$ cat config.mk
export PLATFORM = sky130hd
export DESIGN_NAME = ledg_bar_animator
export DESIGN_NICKNAME = d
export VERILOG_FILES = /design/src/rtl/ledg_pkg.sv /design/src/rtl/ledg_tick_prescaler.sv /design/src/rtl/ledg_bar_animator.sv
export SDC_FILE = /design/constraint.sdc
export NUM_CORES = 1
export LEC_CHECK = 0
export CAP_MARGIN = 20
export CORE_UTILIZATION = 40
export CTS_BUF_LIST = sky130_fd_sc_hd__clkbuf_4
export DETAILED_ROUTE_END_ITERATION = 6
export PLACE_DENSITY = 0.6
export RECOVER_POWER = 100
export SYNTH_ARGS = -nofsm -noshare
export SYNTH_HDL_FRONTEND = slang
export SYNTH_SLANG_ARGS = --single-unit
$ cat constraint.sdc
create_clock -name iCLK -period 3.2 [get_ports iCLK]
set_clock_uncertainty 0.05 [all_clocks]
set_input_delay 0.64 -clock iCLK [delete_from_list [all_inputs] [get_ports iCLK]]
set_output_delay 0.64 -clock iCLK [all_outputs]
set_load 0.01 [all_outputs]
$ cat src/rtl/ledg_pkg.sv
// Shared constants and pattern helpers for the green LED-bar drivers.
// Patterns are built at MAX_LED width; callers keep the low N_LED bits.
package ledg_pkg;

   localparam int MAX_LED = 32;

   localparam logic [1:0] MODE_DIRECT = 2'd0;
   localparam logic [1:0] MODE_SLEW   = 2'd1;
   localparam logic [1:0] MODE_BLINK  = 2'd2;

   function automatic logic [MAX_LED-1:0] fault_pat(input int n);
      logic [MAX_LED-1:0] p;
      p = '0;
      for (int i = 0; i < MAX_LED; i++)
         if (i < n) p[i] = i[1];
      return p;
   endfunction

   function automatic logic [MAX_LED-1:0] reset_pat(input int n);
      logic [MAX_LED-1:0] p;
      p = '0;
      for (int i = 0; i < MAX_LED; i++)
         if (i < n) p[i] = ~i[1];
      return p;
   endfunction

   function automatic logic [MAX_LED-1:0] hold_pat(input int n);
      logic [MAX_LED-1:0] p;
      p = '0;
      for (int i = 0; i < MAX_LED; i++)
         if (i < n) p[i] = i[0];
      return p;
   endfunction

   // Codes 1..n fill from bit 0; codes n+1..2n-1 empty from bit 0.
   function automatic logic [MAX_LED-1:0] bar_decode(input int k, input int n);
      logic [MAX_LED-1:0] p;
      p = '0;
      if (k >= 2 * n) begin
         p = fault_pat(n);
      end else if (k <= n) begin
         for (int i = 0; i < MAX_LED; i++)
            if (i < k) p[i] = 1'b1;
      end else begin
         for (int i = 0; i < MAX_LED; i++)
            if (i >= k - n && i < n) p[i] = 1'b1;
      end
      return p;
   endfunction

endpackage

$ cat src/rtl/ledg_tick_prescaler.sv
// Free-running divider producing a one-cycle tick every TICK_DIV clocks.
module ledg_tick_prescaler #(
   parameter int TICK_DIV = 5_000_000
) (
   input  logic iCLK,
   input  logic iRST_n,
   output logic oTick
);

   localparam int CNT_W = $clog2(TICK_DIV);
   localparam logic [CNT_W-1:0] CNT_MAX = CNT_W'(TICK_DIV - 1);

   logic [CNT_W-1:0] cnt;

   always_ff @(posedge iCLK or negedge iRST_n) begin
      if (!iRST_n)             cnt <= '0;
      else if (cnt == CNT_MAX) cnt <= '0;
      else                     cnt <= cnt + CNT_W'(1);
   end

   assign oTick = (cnt == CNT_MAX);

endmodule

$ cat src/rtl/ledg_bar_animator.sv
// LED-bar driver: direct, slewed or blinking level display with a hold override.
// pos tracks the shown level in every mode so switching into SLEW never jumps.
module ledg_bar_animator
   import ledg_pkg::*;
#(
   parameter int N_LED    = 10,
   parameter int LVL_W    = 5,
   parameter int TICK_DIV = 5_000_000
) (
   input  logic             iCLK,
   input  logic             iRST_n,
   input  logic [LVL_W-1:0] iLevel,
   input  logic [1:0]       iMode,
   input  logic             iHold,
   output logic [N_LED-1:0] oLED,
   output logic             oBusy
);

   localparam logic [MAX_LED-1:0] RESET_W = reset_pat(N_LED);
   localparam logic [MAX_LED-1:0] HOLD_W  = hold_pat(N_LED);
   localparam logic [LVL_W:0]     N_CODES = (LVL_W + 1)'(2 * N_LED);

   logic               tick;
   logic               level_valid;
   logic [LVL_W-1:0]   pos;
   logic               phase;
   logic [LVL_W-1:0]   slew_pos;
   logic [MAX_LED-1:0] dec_level_w;
   logic [MAX_LED-1:0] dec_slew_w;
   logic [LVL_W-1:0]   pos_nxt;
   logic               phase_nxt;
   logic [N_LED-1:0]   led_nxt;
   logic               busy_nxt;

   ledg_tick_prescaler #(.TICK_DIV(TICK_DIV)) u_prescaler (
      .iCLK  (iCLK),
      .iRST_n(iRST_n),
      .oTick (tick)
   );

   assign level_valid = ({1'b0, iLevel} < N_CODES);

   always_comb begin
      slew_pos = pos;
      if (tick && level_valid) begin
         if (pos < iLevel)      slew_pos = pos + LVL_W'(1);
         else if (pos > iLevel) slew_pos = pos - LVL_W'(1);
      end
   end

   // An invalid level decodes to the FAULT pattern, so dec_level covers it.
   assign dec_level_w = bar_decode(int'(iLevel), N_LED);
   assign dec_slew_w  = bar_decode(int'(slew_pos), N_LED);

   always_comb begin
      pos_nxt   = pos;
      phase_nxt = phase;
      led_nxt   = dec_level_w[N_LED-1:0];
      busy_nxt  = 1'b0;
      if (iHold) begin
         led_nxt = HOLD_W[N_LED-1:0];
      end else begin
         case (iMode)
            MODE_SLEW: begin
               pos_nxt = slew_pos;
               if (level_valid) begin
                  led_nxt  = dec_slew_w[N_LED-1:0];
                  busy_nxt = (slew_pos != iLevel);
               end
            end
            MODE_BLINK: begin
               if (level_valid) pos_nxt = iLevel;
               if (tick)        phase_nxt = ~phase;
               if (phase_nxt)   led_nxt = '0;
            end
            default: begin
               if (level_valid) pos_nxt = iLevel;
            end
         endcase
      end
   end

   always_ff @(posedge iCLK or negedge iRST_n) begin
      if (!iRST_n) begin
         pos   <= '0;
         phase <= 1'b0;
         oLED  <= RESET_W[N_LED-1:0];
         oBusy <= 1'b0;
      end else begin
         pos   <= pos_nxt;
         phase <= phase_nxt;
         oLED  <= led_nxt;
         oBusy <= busy_nxt;
      end
   end

endmodule

Word level (Yosys, flattened, before mapping)
Index checks and enable logic that the tools add are counted.

cells by class
  $add $sub $neg = 5
  magnitude comparators = 47
  equality and inequality tests = 4
  mux-type cells = 60
  bitwise logic cells = 2
  reduce and logical (&&, ||, !) cells = 4

operator list
  kind                     count
  $ge A4 B32 Y1 const A    8
  $ge A3 B32 Y1 const A    4
  $ge A5 B32 Y1 const A    4
  $mux W10                 7
  $ge A1 B32 Y1 const A    2
  $ge A2 B32 Y1 const A    2
  $mux W1                  46
  $lt A3 B5 Y1 const A     8
  $mux W5                  5
  $add A23 B1 Y23 const B  1
  $eq A23 B23 Y1 const B   1
  $mux W23                 1
  $lt A1 B5 Y1 const A     4
  $lt A2 B5 Y1 const A     4
  $lt A4 B5 Y1 const A     4
  $pmux W10 S2             1
  $sub A5 B4 Y6 const B    2
  $ge A5 B5 Y1 const B     2
  $le A5 B4 Y1 const B     2
  $add A5 B1 Y5 const B    1
  $gt A5 B5 Y1             1
  $lt A5 B5 Y1             1
  $lt A5 B5 Y1 const B     1
  $ne A5 B5 Y1             1
  7 further kinds          9

word-level totals
  register bits = 40
  logic and storage cells = 127

Depth between registers and ports, before layout
Gate-level depths: netlist (run 1).

  depth after elaboration = 12
  depth in mapped cells = 15

Modules after synthesis
From an unflattened synthesis (run 1), not the netlist that was laid out.

unflattened totals
  cells, all modules = 407
  area, all modules = 3527.1 um^2

by module, submodules not included
  module               times used  cells an instance  area an instance (um^2)
  ledg_bar_animator    1           295                2351.0
  ledg_tick_prescaler  1           112                1176.1

Worst setup path after synthesis (run 1)
No wires, ideal clock.

  kind = input -> register
  start = input port iLevel[3]
  end = register oLED[9]
  arrival = 3667 ps
  required time = 3090 ps
  path slack = -577 ps
  stages on the path = 14
  path buffers = 2
  path through = clkbuf_1 -> inv_1 -> ha_1 -> nand4_1 -> o221ai_1 -> nand3_1 -> a21oi_2 -> xor2_2 -> ha_1 -> clkbuf_2 -> o211ai_1 -> o21ai_0 -> a2111oi_0 -> a211o_1

between the ends
  longest elaborated chain between the ends = 12
  elaborated cells between the ends (all ways) = 29
  classes of those cells = add/sub: 2; order compare: 11; mux: 15; reduce/logical: 1

ends and longest elaborated chain
  item                    line                     RTL
  start: declaration      ledg_bar_animator.sv:12  input logic [LVL_W-1:0] iLevel,
  $gt A5 B5 Y1            ledg_bar_animator.sv:47  else if (pos > iLevel) slew_pos = pos - LVL_W'(1);
  $mux W5                 ledg_bar_animator.sv:47
  $mux W5                 ledg_bar_animator.sv:46  if (pos < iLevel) slew_pos = pos + LVL_W'(1);
  $mux W5                 ledg_bar_animator.sv:45  if (tick && level_valid) begin
  $sub A5 B4 Y6           n/a
  $ge A5 B32 Y1           ledg_pkg.sv:46           if (i >= k - n && i < n) p[i] = 1'b1;
  $mux W1                 ledg_pkg.sv:46
  $mux W10                ledg_pkg.sv:41           end else if (k <= n) begin
  $mux W10                ledg_pkg.sv:39           if (k >= 2 * n) begin
  $mux W10                ledg_bar_animator.sv:66  if (level_valid) begin
  $pmux W10 S2 *          ledg_bar_animator.sv:63  case (iMode)
  $mux W10 *              ledg_bar_animator.sv:60  if (iHold) begin
  net led_nxt[9]          ledg_bar_animator.sv:32  logic [N_LED-1:0] led_nxt;
  end signal: assignment  ledg_bar_animator.sv:87  oLED <= RESET_W[N_LED-1:0];
  end signal: assignment  ledg_bar_animator.sv:92  oLED <= led_nxt;
  end: declaration        ledg_bar_animator.sv:15  output logic [N_LED-1:0] oLED,

Mark *: on every way through the listed nets, which the timed path passes. The rest lies on a longest branch.
A chain may end at the register's enable or synchronous reset.

Final worst setup path (run 1)
  start = input port iLevel[4]
  end = register oLED[0]

between the ends
  longest elaborated chain between the ends = 12
  elaborated cells between the ends (all ways) = 29
  classes of those cells = add/sub: 2; order compare: 11; mux: 15; reduce/logical: 1

ends and longest elaborated chain
  item            line
  $gt A5 B5 Y1    ledg_bar_animator.sv:47
  $mux W5         ledg_bar_animator.sv:47
  $mux W5         ledg_bar_animator.sv:46
  $mux W5         ledg_bar_animator.sv:45
  $sub A5 B4 Y6   n/a
  $ge A1 B32 Y1   ledg_pkg.sv:46
  $mux W1         ledg_pkg.sv:46
  $mux W10        ledg_pkg.sv:41
  $mux W10        ledg_pkg.sv:39
  $mux W10        ledg_bar_animator.sv:66
  $pmux W10 S2 *  ledg_bar_animator.sv:63
  $mux W10 *      ledg_bar_animator.sv:60
  net led_nxt[0]  ledg_bar_animator.sv:32

Marked as above.

==> results of run 1 <==
==> cells by family (layout without fill, tap and decap cells) <==
| family | Yosys count | count (layout) | share of synthesized area, % |
|---|---|---|---|
| buffers and inverters | 33 | 114 | 4.05 |
| multiplexers | 1 | 1 | 0.318 |
| AND/OR/NAND/NOR | 138 | 138 | 22.1 |
| flip-flops | 40 | 40 | 32.0 |
| adder cells (fa/ha/maj) | 22 | 22 | 8.74 |
| AO/OA/AOI/OAI | 108 | 108 | 23.1 |
| XOR/XNOR | 33 | 33 | 9.66 |
==> critical path, stage by stage <==
cell             delay (ns)
clkdlybuf4s15_1        0.29
inv_8                  0.04
ha_4                   0.29
nand4_1                0.15
o221a_4                0.29
nor4_2                 0.28
nor3_2                 0.09
buf_4                  0.17
buf_4                  0.13
buf_4                  0.14
or3_1                  0.37
o211ai_1               0.29
a31o_2                 0.20
==> through the flow <==
stage               setup WS (ns)  cells  util (%)
floorplan                  -0.110    375         -
global placement           -0.670    544      54.0
detailed placement         -0.708    544      54.0
CTS                        0.0734    555      56.0
global route              0.00194    555      55.8
finish                      0.104    555      55.8
==> power by group through the flow <==
stage,clock network (W),registers (W),logic (W)
finish,0.000348,0.000545,0.000712
global route,0.000376,0.000548,0.000777
CTS,0.000359,0.000546,0.000705
detailed placement,0,0.000554,0.000677
global placement,0,0.000553,0.000677
floorplan,0,0.000566,0.000389
==> repair_timing <==
| action | 4_1_cts | 5_1_grt |
|---|---|---|
| resized for setup | 16 | 2 |
| setup buffers | 3 | 0 |
| pin swaps | 10 | 3 |
| endpoints found under the setup margin | 10 | 10 |
==> per-layer routing <==
layer	GRT usage (%)	vias to the layer above	wire, um
met1	31.4	1458	4130
li1	-	1512	-
met2	39.1	78	4390
met5	0	-	0
met4	9.01	0	254
met3	3.37	18	350
==> state kept, by name, indices dropped and copies added, names as in the netlist <==
name,count
u_prescaler.cnt,23
oLED,10
pos,5
oBusy,1
phase,1
==> layout make-up <==
class                           instances  share of cell area [%]
Clock buffer                            5                   0.903
Clock inverter                          3                    1.02
Inverter                               19                    2.02
Multi-Input combinational cell        302                    52.3
Sequential cell                        40                    24.2
Tap cell                               99                    2.98
Timing Repair Buffer                   87                    16.5
==> how the worst max path moves through the flow <==
stage / start / slack (ns) / cells after the start / end
4_1_cts: iLevel[4] / 0.07 / 14 / oLED[7]$_DFF_PN0_
5_1_grt: iLevel[4] / 0.002 / 16 / oLED[2]$_DFF_PN0_
2_1_floorplan: iLevel[4] / -0.11 / 15 / oLED[1]$_DFF_PN1_
3_5_place_dp: iLevel[4] / -0.71 / 14 / oLED[7]$_DFF_PN0_
3_3_place_gp: iLevel[4] / -0.67 / 15 / oLED[5]$_DFF_PN1_
6_report: iLevel[4] / 0.10 / 13 / oLED[0]$_DFF_PN1_
==> cell usage in the layout (no fill, tap or decap), drive strengths merged, types with 2 or more instances in the layout <==
cell type       n
a2111oi         2
a211oi          2
a21oi          33
a22oi           4
a31o            2
a31oi           5
and2            4
and3            3
and4            2
buf            63
clkbuf         10
clkdlybuf4s50   4
clkinv          2
dfrtp          34
dfstp           6
dlygate4sd2     3
dlygate4sd3    11
ha             22
inv            19
nand2          33
nand2b          2
nand3          19
nand3b          2
nand4           8
nor2           42
nor2b           3
nor3            8
nor4            4
nor4b           2
o211ai          6
o21a            3
o21ai          29
o21bai          2
o311ai          2
o32a            2
or3             4
xnor2          22
xor2           11
==> metrics.md, run 1 <==
| Metric | Value |
|---|---|
| DR WL/cell | approximately 16 um |
| Remaining DRCs | 0 |
| Yosys warns | 0 |
| RSZ-0062 raised after global routing | false |
| Max-cap violation count | 1 |
| GPL Wtd Cong | ~0.89 |
| Num ports | 21 |
| Reg2Reg Depth | 11 |
| Synth Cell Area | 3150 um^2 |
| Synthesized netlist cell count | roughly 380 |
| Ys flop type | dfrtp_1 |
| R2r startpoint | pos[4]$_DFFE_PN0P_ |
| Buffer depth of the longest clock path | 2 |
| Netlist cell types | 65 |
| PD cells | between 300 and 400 nW/um^2 |
| Final min period | slightly above 3 ns |
| Hold_sp | u_prescaler.cnt[4]$_DFF_PN0_ |
| VDD IR-drop max | between 200 and 250 uV |
| Largest area contributor in the netlist | dfrtp_1 |
| Final hold slack | 0.435 ns |
| DR vias/cell | 5.52 |
| Placed inst area | roughly 4000 um^2 |
| Worst-path clk slew | between 0.1 and 0.15 ns |
| Fin. max-slew vios | roughly 40 |
| Root Driver | clkbuf_4 |
| Fin area | roughly 4200 um^2 |
| Nets | approximately 500 |
| Hold buffer count at CTS | 0 |
| Dpl hpwl | around 7000 um |
| Sw power | roughly 0.00059 W |
| Worst Max-Slew Pin Slew | 2.14 ns |
| CP endpoint kind | flop |
| Status | finished, violations left |
| Register area | 1010 um^2 |
| Die Y | about 91 um |
| Synth Net Count | 407 |
| CP required | 3.47 ns |
| Arrival @ worst endpoint | about 3.4 ns |
| Critical path type | in -> reg |
| Diodes inserted | 0 |
| Crit share post-route | 96.8% |
| Final setup viols | 0 |
| Crit path max fanout | 7 |
| Proportion of power drawn by combinational gates | 44.4% |
| Starting density of the core | 42.3% |
| Most frequent cell after synthesis | nor2_1 |
| R2r endpoint | oLED[0]$_DFF_PN1_ |
| Pleak | approximately 1.8 nW |
| Total track usage | 23.7% |
| Routed Antenna Nets | 0 |
| Failing checks | capacitance limit, slew limit |
| FP Rows | 31 |
| Area of the multi-input gates | ~2200 um^2 |
| Fill cells | 713 |
| Synth Area per Inst | between 8 and 9 um^2 |
| Fin. Hold Viols | 0 |
| Initial antenna violation count | 0 |
| Routed wire length | between 9000 and 10000 um |
| Slew HR | -42.8% |
| Tot Pwr | roughly 0.0016 W |
| Total die area | a little over 8000 um^2 |
| Grt total ovfl | 0 |
| Share of the synthesized area in the top cell type | 27.0% |
| FF-to-FF setup slack | around 0.22 ns |
| Async SR Flop Fraction | 100% |
| Iteration-0 DRC Markers | between 150 and 200 |
| CTS tree | yes |
| Clk sink count | 40 |
| Yosys reg bits | 40 |
| Pint | 0.00101 W |
| Worst Hold Class | reg -> reg |
| Largest net degree at the start of global routing | slightly above 40 |
| Core Footprint | around 7400 um^2 |
| I/O Buffers | 20 |
| Area Overhead vs Synth | 32.1% |
| Vias in the first global route | ~3000 |
| Post-synth EDFFs | 0 |
| Clk network pwr share | 21.7% |
| Drt first pass iters | 4 |
| Die X | ~91 um |
| Sum of negative setup slack | 0 ns |
| Worst skew pair latency | ~0.36 ns |
| Sequential power share | between 30% and 40% |
| H-Tree Depth | 2 |
| Sw Ratio | 36.9% |
| Synth area leaders | dfrtp_1 27%, ha_1 8.7%, xnor2_1 5.8%, dfstp_2 5.0%, nor2_1 5.0% |
| Hold Path Sink | u_prescaler.cnt[4]$_DFF_PN0_ |
| Sequential area share after synthesis | ~32% |
| First-pass GRT wire length | 15400 um |
| Setup crit start kind | input pin |
| Via count | 3066 |
| Synth cell count leaders | 42 x nor2_1, 34 x dfrtp_1, 33 x nand2_1 |
| F_max | 0.323 GHz |
| Cells on Worst Hold Path | 1 |
| CTS Buf Count | 5 |
| Share of cells above drive strength 1 | about 26% |
Power figures use the tool's default switching activity.
==> run 2: changes to the inputs <==
--- a/config.mk
+++ b/config.mk
@@ -5,7 +5,8 @@
 export SDC_FILE = /design/constraint.sdc
 export NUM_CORES = 1
 export LEC_CHECK = 0
-export CAP_MARGIN = 20
+export CAP_MARGIN = 0
+export CORE_MARGIN = 1
 export CORE_UTILIZATION = 40
 export CTS_BUF_LIST = sky130_fd_sc_hd__clkbuf_4
 export DETAILED_ROUTE_END_ITERATION = 6
==> results of run 2 <==
The final DEF is identical to that of run 1; final timing and power are the same.
==> run 3: changes to the inputs <==
--- a/config.mk
+++ b/config.mk
@@ -11,7 +11,7 @@
 export CTS_BUF_LIST = sky130_fd_sc_hd__clkbuf_4
 export DETAILED_ROUTE_END_ITERATION = 6
 export PLACE_DENSITY = 0.6
-export RECOVER_POWER = 100
+export RECOVER_POWER = 25
 export SYNTH_ARGS = -nofsm -noshare
 export SYNTH_HDL_FRONTEND = slang
 export SYNTH_SLANG_ARGS = --single-unit
==> metrics.md, run 3 (synthesized netlist as in run 1, its figures left out) <==
| Metric | Value |
|---|---|
| I/O Buffers | 20 (unchanged) |
| Clk sink count | 40 (unchanged) |
| Via count | 3070 (+0.13%) |
| Final min period | 3.09 ns (-0.00363 ns) |
| First-pass GRT wire length | 15400 um (unchanged) |
| Nets | 487 (unchanged) |
| Status | finished, violations left |
| Most common cell on crit path | buf_4 |
| Crit share post-route | 96.7% (-0.11 points) |
| Cell Count, Final, Fillers Out | 555 (unchanged) |
| Tot Pwr | 0.00162 W (+0.75%) |
| GPL Wtd Cong | 0.889 (unchanged) |
| Setup crit start kind | input pin |
| Failing checks | capacitance limit, slew limit |
| Pleak | 1.78 nW (-0.21%) |
| Slew HR | -45.2% (-2.3 points) |
| Num ports | 21 (unchanged) |
| PD cells | 387 nW/um^2 (+0.36%) |
| DR WL/cell | 16.5 um (+0.32%) |
| CTS tree | yes |
| H-Tree Depth | 2 (unchanged) |
| Buffer depth of the longest clock path | 2 (unchanged) |
| Critical path type | in -> reg |
| Starting density of the core | 42.3% (unchanged) |
| Crit path largest cell delay | 0.37 ns (about the same) |
| Hold buffer count at CTS | 0 (unchanged) |
| Routed wire length | 9150 um (+0.32%) |
| Root Driver | clkbuf_4 |
| Placed cell count | 544 (unchanged) |
| Diodes inserted | 0 (unchanged) |
| Max reg flops | 23 (unchanged) |
| VDD IR-drop max | 228 uV (about the same) |
| CTS Buf Count | 5 (unchanged) |
| Share of cells above drive strength 1 | 26.5% (+0.88 points) |
| Area Overhead vs Synth | 32.6% |
| Fill cells | 708 (-0.70%) |
| CP max stage cell | or3_1 |
| Largest net degree at the start of global routing | 41 (unchanged) |
| Routed Antenna Nets | 0 (unchanged) |
| Reg with most FFs | u_prescaler.cnt |
| F_max | 0.323 GHz (+0.12%) |
| DR vias/cell | 5.53 (+0.13%) |
| Initial antenna violation count | 0 (unchanged) |
| Total track usage | 23.7% (unchanged) |
| Worst Hold Class | reg -> reg |
| Total die area | 8230 um^2 (unchanged) |
| Commonest non-fill, non-tap cell in the layout | buf_4 |
| Dpl hpwl | 6970 um (unchanged) |
| CP required | 3.47 ns (about the same) |
| Die Y | 90.7 um (unchanged) |
| Worst skew pair latency | 0.36 ns (about the same) |
| Placed inst area | 4020 um^2 (unchanged) |
| CP cell instances | clkdlybuf4s15_1 -> inv_8 -> ha_4 -> nand4_1 -> o221a_4 -> nor4_2 -> nor3_2 -> buf_4 -> buf_4 -> buf_4 -> or3_1 -> o211ai_1 -> a31o_2 |
| CP endpoint kind | flop |
| Fin. Hold Viols | 0 (unchanged) |
| Worst-path clk slew | 0.14 ns (about the same) |
| Top Registers | u_prescaler.cnt x23, oLED x10, pos x5 |
| FP Rows | 31 (unchanged) |
| Core Footprint | 7450 um^2 (unchanged) |
| Max-cap violation count | 1 (unchanged) |
| Final setup viols | 0 (unchanged) |
| Vias in the first global route | 3001 (unchanged) |
| Die X | 90.7 um (unchanged) |
| Remaining DRCs | 0 (unchanged) |
| Crit path max fanout | 7 (unchanged) |
| Sum of negative setup slack | 0 ns (unchanged) |
| Worst Max-Slew Pin Slew | 2.18 ns (+0.0348 ns) |
| Iteration-0 DRC Markers | 162 (-4.1%) |
| Final hold slack | 0.441 ns (+0.00666 ns) |
| Drt first pass iters | 4 (unchanged) |
| RSZ-0062 raised after global routing | false |
| Arrival @ worst endpoint | 3.37 ns (about the same) |
| Grt total ovfl | 0 (unchanged) |
| Fin area | 4180 um^2 (+0.39%) |
| Commonest cells after routing, fill and taps aside | 67 x buf_4, 42 x nor2_1, 34 x dfrtp_1 |
| Fin. max-slew vios | 41 (unchanged) |
## run 3: cell types whose count changed in the layout (fill, tap and decap cells not counted)
cell | previous run | this run
a21oi_2 | 2 | 3
clkbuf_1 | 3 | 1
clkbuf_4 | 7 | 5
and2_1 | 3 | 4
and2_0 | 1 | 0
nand3_1 | 17 | 16
nand3_2 | 1 | 2
buf_4 | 63 | 67
a21oi_1 | 28 | 27
clkdlybuf4s50_1 | 4 | 15
dlygate4sd3_1 | 11 | 0
## run 3: cell type report
type                            count  area (um^2)  share of cell area (%)
Multi-Input combinational cell    302         2190                    52.4
Sequential cell                    40         1010                    24.2
Timing Repair Buffer               87          693                    16.6
Tap cell                           99          124                    2.97
Inverter                           19         83.8                    2.01
Clock inverter                      3         42.5                    1.02
Clock buffer                        5         37.5                   0.899
## run 3: worst max-delay path: cells and delay by family
| kind | cells | cell delay, ns |
|---|---|---|
| adder cells (fa/ha/maj) | 1 | 0.29 |
| AND/OR/NAND/NOR | 4 | 0.89 |
| AO/OA/AOI/OAI | 3 | 0.77 |
| buffers and inverters | 5 | 0.77 |
## run 3: power breakdown
part / switching [W] / internal, W / total [W]
clock network: 0.000188 / 0.000163 / 0.000351
registers: 0.0000143 / 0.000531 / 0.000545
logic: 0.000395 / 0.000325 / 0.000720
## run 3: per-layer routing
metal | wire [um] | track usage, %
met5 | 0 | 0
met4 | 250 | 9.01
met3 | 374 | 3.37
met2 | 4380 | 39.1
met1 | 4140 | 31.4
## run 3: what timing repair did
item                       in CTS  in global routing
pin swaps                      10                  3
buffers inserted                3                  0
setup endpoints to repair      10                 10
cloned                          0                  0
gates resized for setup        16                  2
## run 3: path summary, 6_finish.rpt
check,start,end,slack [ns],cells past startpoint
max,iLevel[4],oLED[0]$_DFF_PN1_,0.11,13
min,u_prescaler.cnt[0]$_DFF_PN0_,u_prescaler.cnt[0]$_DFF_PN0_,0.44,1
max reg2reg,pos[4]$_DFFE_PN0P_,oLED[0]$_DFF_PN1_,0.22,11
min reg2reg,u_prescaler.cnt[0]$_DFF_PN0_,u_prescaler.cnt[0]$_DFF_PN0_,0.44,1
max in group asynchronous,iRST_n,u_prescaler.cnt[12]$_DFF_PN0_,1.01,1
min in group asynchronous,iRST_n,u_prescaler.cnt[11]$_DFF_PN0_,0.85,1
## run 3: per-stage QoR
| stage | util (%) | setup WS [ns] |
|---|---|---|
| after global placement | 54.0 | -0.670 |
| final | 56.1 | 0.107 |
| after global routing | 56.1 | 0.00193 |
| after CTS | 56.0 | 0.0734 |
| after detailed placement | 54.0 | -0.708 |
| after floorplan | - | -0.110 |
